===== src/rtl/key_filter.sv =====
// Push-button conditioner: two-flop synchroniser, debounce FSM, press/release/long pulses
// and a wrapping press counter. Every output comes straight from a flop.
module key_filter #(
    parameter int unsigned CNT_MAX    = 999_999,
    parameter int unsigned LONG_MAX   = 49_999_999,
    parameter logic        KEY_ACTIVE = 1'b0
) (
    input  logic       sys_clk,
    input  logic       sys_rst,
    input  logic       key_in,
    output logic       key_state,
    output logic       key_press,
    output logic       key_release,
    output logic       key_long,
    output logic [7:0] press_cnt,
    output logic [1:0] dbg_state
);

    localparam int DW = (CNT_MAX > 0) ? $clog2(CNT_MAX + 1) : 1;
    localparam int HW = (LONG_MAX > 0) ? $clog2(LONG_MAX + 1) : 1;
    localparam logic [DW-1:0] DCNT_END = DW'(CNT_MAX);
    localparam logic [HW-1:0] HCNT_END = HW'(LONG_MAX);

    typedef enum logic [1:0] {
        IDLE         = 2'd0,
        PRESS_FILT   = 2'd1,
        DOWN         = 2'd2,
        RELEASE_FILT = 2'd3
    } state_t;

    logic          sync1_q, sync2_q;
    state_t        state_q, state_d;
    logic [DW-1:0] dcnt_q, dcnt_d;
    logic [HW-1:0] hcnt_q, hcnt_d;
    logic          long_done_q, long_done_d;
    logic [7:0]    cnt_q, cnt_d;
    logic          key_state_q, key_state_d;
    logic          press_q, press_d;
    logic          release_q, release_d;
    logic          long_q, long_d;
    logic          k;

    assign k = (sync2_q == KEY_ACTIVE);

    always_ff @(posedge sys_clk or posedge sys_rst) begin
        if (sys_rst) begin
            sync1_q     <= ~KEY_ACTIVE;
            sync2_q     <= ~KEY_ACTIVE;
            state_q     <= IDLE;
            dcnt_q      <= '0;
            hcnt_q      <= '0;
            long_done_q <= 1'b0;
            cnt_q       <= '0;
            key_state_q <= 1'b0;
            press_q     <= 1'b0;
            release_q   <= 1'b0;
            long_q      <= 1'b0;
        end else begin
            sync1_q     <= key_in;
            sync2_q     <= sync1_q;
            state_q     <= state_d;
            dcnt_q      <= dcnt_d;
            hcnt_q      <= hcnt_d;
            long_done_q <= long_done_d;
            cnt_q       <= cnt_d;
            key_state_q <= key_state_d;
            press_q     <= press_d;
            release_q   <= release_d;
            long_q      <= long_d;
        end
    end

    always_comb begin
        state_d     = state_q;
        dcnt_d      = dcnt_q;
        hcnt_d      = hcnt_q;
        long_done_d = long_done_q;
        cnt_d       = cnt_q;
        case (state_q)
            IDLE: begin
                if (k) begin
                    state_d = PRESS_FILT;
                    dcnt_d  = '0;
                end
            end
            PRESS_FILT: begin
                if (!k) begin
                    state_d = IDLE;
                end else if (dcnt_q == DCNT_END) begin
                    state_d     = DOWN;
                    hcnt_d      = '0;
                    long_done_d = 1'b0;
                    cnt_d       = cnt_q + 8'd1;
                end else begin
                    dcnt_d = dcnt_q + 1'b1;
                end
            end
            DOWN: begin
                // Hold time saturates; the done flag keeps key_long to one pulse per press.
                if (hcnt_q != HCNT_END) hcnt_d = hcnt_q + 1'b1;
                else long_done_d = 1'b1;
                if (!k) begin
                    state_d = RELEASE_FILT;
                    dcnt_d  = '0;
                end
            end
            RELEASE_FILT: begin
                if (k) begin
                    state_d = DOWN;
                end else if (dcnt_q == DCNT_END) begin
                    state_d = IDLE;
                end else begin
                    dcnt_d = dcnt_q + 1'b1;
                end
            end
            default: state_d = IDLE;
        endcase
    end

    always_comb begin
        press_d     = (state_q == PRESS_FILT) && k && (dcnt_q == DCNT_END);
        release_d   = (state_q == RELEASE_FILT) && !k && (dcnt_q == DCNT_END);
        long_d      = (state_q == DOWN) && (hcnt_q == HCNT_END) && !long_done_q;
        key_state_d = key_state_q;
        if (press_d) key_state_d = 1'b1;
        else if (release_d) key_state_d = 1'b0;
    end

    assign key_state   = key_state_q;
    assign key_press   = press_q;
    assign key_release = release_q;
    assign key_long    = long_q;
    assign press_cnt   = cnt_q;
    assign dbg_state   = state_q;

endmodule

===== config.mk =====
export PLATFORM = sky130hd
export DESIGN_NAME = key_filter
export DESIGN_NICKNAME = d
export VERILOG_FILES = /design/src/rtl/key_filter.sv
export SDC_FILE = /design/constraint.sdc
export NUM_CORES = 1
export LEC_CHECK = 0
export CELL_PAD_IN_SITES_DETAIL_PLACEMENT = 0
export CELL_PAD_IN_SITES_GLOBAL_PLACEMENT = 1
export CORE_UTILIZATION = 30
export DETAILED_ROUTE_END_ITERATION = 8
export PLACE_DENSITY_LB_ADDON = 0.1
export SYNTH_ARGS = -nofsm -noshare
export SYNTH_HDL_FRONTEND = slang
export SYNTH_SLANG_ARGS = --single-unit

===== constraint.sdc =====
create_clock -name sys_clk -period 6.9 [get_ports sys_clk]
set_clock_uncertainty 0.1 [all_clocks]
set_input_delay 1.035 -clock sys_clk [delete_from_list [all_inputs] [get_ports sys_clk]]
set_output_delay 1.035 -clock sys_clk [all_outputs]
set_load 0.01 [all_outputs]

# Word level (Yosys, flattened, before mapping)
# Cells that the tools add are included.
[op_classes]
n_reduce_logical = 15
n_bitwise = 1
addsub = 3
eq_ne = 15
muxes = 23
[ops]
columns = ["op", "count"]
rows = [
  ["20-bit 2-to-1 mux", 5],
  ["20-bit one-hot mux with 4 select lines", 1],
  ["26-bit 2-to-1 mux", 3],
  ["26-bit one-hot mux with 2 select lines", 1],
  ["26-bit by 1-bit adder with 26-bit output, second input constant", 1],
  ["26-bit equality test, second input constant", 1],
  ["26-bit != test, second input constant", 1],
  ["20-bit by 1-bit adder with 20-bit output, second input constant", 1],
  ["20-bit equality test, second input constant", 1],
  ["4-bit AND reduction", 4],
  ["2-bit != test, second input constant", 7],
  ["2-bit 2-to-1 mux", 6],
  ["8-bit by 1-bit adder with 8-bit output, second input constant", 1],
  ["2-bit one-hot mux with 4 select lines", 1],
  ["1-bit logical AND", 6],
  ["3-bit != test, second input constant", 2],
  ["1-bit 2-to-1 mux", 5],
  ["2-bit equality test, second input constant", 2],
  ["2-bit nonzero test", 2],
  ["3-bit AND reduction", 1],
  ["2-bit by 1-bit equality test with 1-bit output, second input constant", 1],
  ["2-bit logical NOT", 1],
  ["1-bit one-hot mux with 2 select lines", 1],
  ["1-bit logical NOT", 1],
  ["1-bit NOT", 1],
]
[totals]
input_bits = 3
reg_bits = 63
wordCells = 68
output_inout_bits = 14

# Longest topological paths before layout
[depth]
ltp_word = 5
ltp_mapped = 8
depth_no_buf = 6

# Worst setup path after synthesis
# No wires, ideal clock.
[synth_path]
path_kind = "register to register"
start = "register with a tool-made name"
end = "register hcnt_q[8]"
path_slack_ps = 4412
period_less_slack_ps = 2488
t_required_ps = 6676
stages_incl_launch_ff = 8
setup_ps = 124
n_path_buf = 2
t_arrival_ps = 2264
path_cell_list = "dfrtp_1 -> clkbuf_1 -> nand2b_1 -> or4_4 -> o31a_1 -> buf_2 -> and3_1 -> a211o_1"
[synth_lines]
columns = ["element", "line_no", "text"]
rows = [
  ["end signal, assigned", "63", "hcnt_q <= hcnt_d;"],
  ["end, declared", "34", "logic [HW-1:0] hcnt_q, hcnt_d;"],
]

# Worst setup path in the final report
[layout_path]
start = "register hcnt_q[10]"
end = "register hcnt_q[12]"
[layout_via]
elab_chain_cells = 3
elab_cells_between_ends = 6
classes_between = "add/sub: 1; eq/ne: 2; mux: 2; reduce/logical: 1"
[layout_rtl]
columns = ["element", "line_no", "text"]
rows = [
  ["26-bit by 1-bit adder with 26-bit output or 26-bit != test (tied branches)", "100", "if (hcnt_q != HCNT_END) hcnt_d = hcnt_q + 1'b1;"],
  ["26-bit 2-to-1 mux or 2-bit != test (tied branches)", "-", ""],
  ["26-bit one-hot mux with 2 select lines or 4-bit AND reduction (tied branches)", "-", ""],
]
# Several ways; a longest one is shown, not always the timed one. The select of a mux whose other input is x is not followed.
# A chain may end at the register's enable or synchronous reset.

==> reports/metrics.csv <==
stage,metric,value,unit
pwr,leakage,0.00175,uW
final_layout,layout-drive-gt1-share,8.86,%
worst_setup_path,crit_arrival,3.08,ns
worst_setup_path,cp-end-kind,flop,
cts,hold_buffers,0,
global_routing,grt_max_degree,64,
cts,cts_tree,done,
route,via_count,2742,
sta,post-route-period-util,43.1,%
yosys,ys_seq_elements,63,
min_path,hold_path.class,reg -> reg,
cts,postCtsSetupBuffers,0,
cts,clock-sinks,63,
worst_setup_path,crit_type,reg -> reg,
sta,final_hold_viol_count,0,
die,fp-row-count,38,
sta,holdWs,0.259,ns
yosys,yosys-top-cells-area,"dfrtp_1 (45%), a211o_1 (4.6%), and3_1 (4.2%)",
final_layout,ff_latch_area,1580,um2
pwr,p_per_area,214,nW/um2
yosys,synth.yosys.seq_area_share,46.5,%
global_routing,grt_pass1_vias,2721,
placement,placed_area,3670,um2
route,drt-vias-per-instance,5.47,
route,drc,0,
sta,max_freq,336,MHz
pwr,vdd.ir_drop.worst,0.000100,V
placement,port_buffers,16,
die,initial_core_util,31.0,%
yosys,yosys_warnings,0,
yosys,syn_nets,349,
die,coreArea,10900,um2
yosys,syn-cell-area,3390,um2
global_routing,grt_antenna_before_repair,0,
route,first_pass_iters,4,
worst_setup_path,cp_data_required_time,7.01,ns
final_layout,area_growth_syn_to_layout,16.7,%
cts,htreeDepth,3,
yosys,synthFlopType,dfrtp_1,
yosys,synth_common_cells,"dfrtp_1 (61), nor3_1 (24), and3_1 (23)",
cts,clockBufferDepth,2,
route,ant_nets,0,
die,die_x,108,um
sta,fin_crit,2.97,ns
yosys,async_reset_ff_share,100,%
global_routing,grt_overflow,0,
flow_run,drv_cap,0,
yosys,synth_edf_count,0,
route,wire_per_inst,16.9,um
yosys,yosys.area.top_type,dfrtp_1,
die,fp.dieH,108,um
sta,slew_headroom,20.8,%
cts,cts_buffers,9,
cts,cts_resized,0,
yosys,synthCells,343,
die,die_area,11700,um2
sta,slew_violations,0,
route,wirelength,8470,um
sta,worstMarginPinSlew,1.17,ns
yosys,synth_area_per_cell,9.89,um2
cts,clkSlewWorstSetupHoldPaths,0.05,ns
outcome,status,finished clean,
worst_setup_path,start_kind,flop,
sta,setup_tns,0,ns
placement,dpl.hpwl,5540,um
final_layout,largest_register,hcnt_q,
final_layout,nets,362,
worst_setup_path,path_max_fanout,23,
placement,place.gp.congestion,0.738,
global_routing,grt_pass1_wl,14200,um
cts,root_buffer,clkbuf_16,
yosys,synth.most_common_cell,dfrtp_1,
final_layout,multi_input_comb_area,1710,um2
yosys,synth_cell_types,54,
cts,clk_latency,0.33,ns
final_layout,final_cell_area,3960,um2
sta,rsz0062_at_grt,false,
global_routing,grt_use_total,15.9,%
die,boundaryPins,17,
route,dr.first_iter.drc_count,108,
final_layout,fillers,1131,
final_layout,largest_reg_flops,26,
sta,setup_viol,0,
final_layout,num_antenna_cells,0,
yosys,netlist.area_leader.share,45.0,%
routing by layer:
layer,vias to the layer above,part of all wire [%],global-route usage [%]
met3,13,2.1,3.68
li1,1343,-,-
met4,0,2.0,6.08
met5,-,0,0
met1,1366,48,19.6
met2,20,48,26.8
final timing paths:
check / start / to / slack [ns] / cells past startpoint
max: hcnt_q[10] / hcnt_q[12] / 3.93 / 5
min: sync1_q / sync2_q / 0.26 / 0
max reg2reg: hcnt_q[10] / hcnt_q[12] / 3.93 / 5
min reg2reg: sync1_q / sync2_q / 0.26 / 0
max in group asynchronous: sys_rst / hcnt_q[2] / 4.97 / 3
min in group asynchronous: sys_rst / hcnt_q[9] / 1.18 / 3
worst max-delay path, cell delays in order (launching register included):
cell,delay [ns]
dfrtp_1,0.43
or4b_1,0.54
or4_4,0.47
o31ai_4,0.89
nor4_1,0.13
a221o_1,0.30
layout by cell type (no fill, tap or decap), types with 4 or more instances in the layout:
cell	Yosys	layout
o2111ai_1	4	4
xor2_1	7	7
dfrtp_1	61	61
nand3_1	22	22
nand4_1	17	17
nor4_1	7	7
nor2_1	13	13
inv_1	8	7
a221o_1	4	4
and3_1	23	23
xnor2_1	8	8
nor3b_1	4	4
nor3_1	24	24
and4_1	4	4
clkbuf_16	0	9
a31oi_1	4	4
nand2_1	22	22
a211o_1	18	18
o21ai_0	9	9
a21oi_1	13	13
clkdlybuf4s50_1	0	16
stage by stage:
stage | power, uW | setup slack, ns | std cells | utilization, %
6_report | 846 | 3.93 | 501 | 36.2
5_1_grt | 879 | 3.74 | 501 | 36.2
4_1_cts | 863 | 3.92 | 501 | 36.2
3_5_place_dp | 407 | 3.92 | 485 | 33.5
3_3_place_gp | 407 | 3.96 | 485 | 33.5
2_1_floorplan | 398 | 4.20 | 343 | -
power by group:
group,internal [uW],switching (uW),leakage [uW]
Clock,288,159,0.000146
Combinational,6.60,16.3,0.000737
Sequential,373,3.45,0.000869
layout make-up:
class / count / share of cell area, %
multi-input combinational: 256 / 43.2
clock buffer: 12 / 6.22
clock inverter: 4 / 1.14
inverter: 8 / 0.758
timing repair buffer: 18 / 4.42
sequential: 63 / 39.9
tap: 140 / 4.42
kinds of logic (layout without fill, tap and decap cells):
family,Yosys count,after routing,synth area share [%]
adders and majority gates,3,3,1.11
and+or+nand+nor,161,161,27.7
buffers and inverters,24,42,3.10
DFF,63,63,46.5
xor gates and xnor gates,15,15,3.87
muxes,5,5,1.59
AOI/OAI and AO/OA,72,72,16.2
No activity file was read; power rests on OpenSTA's default activity.
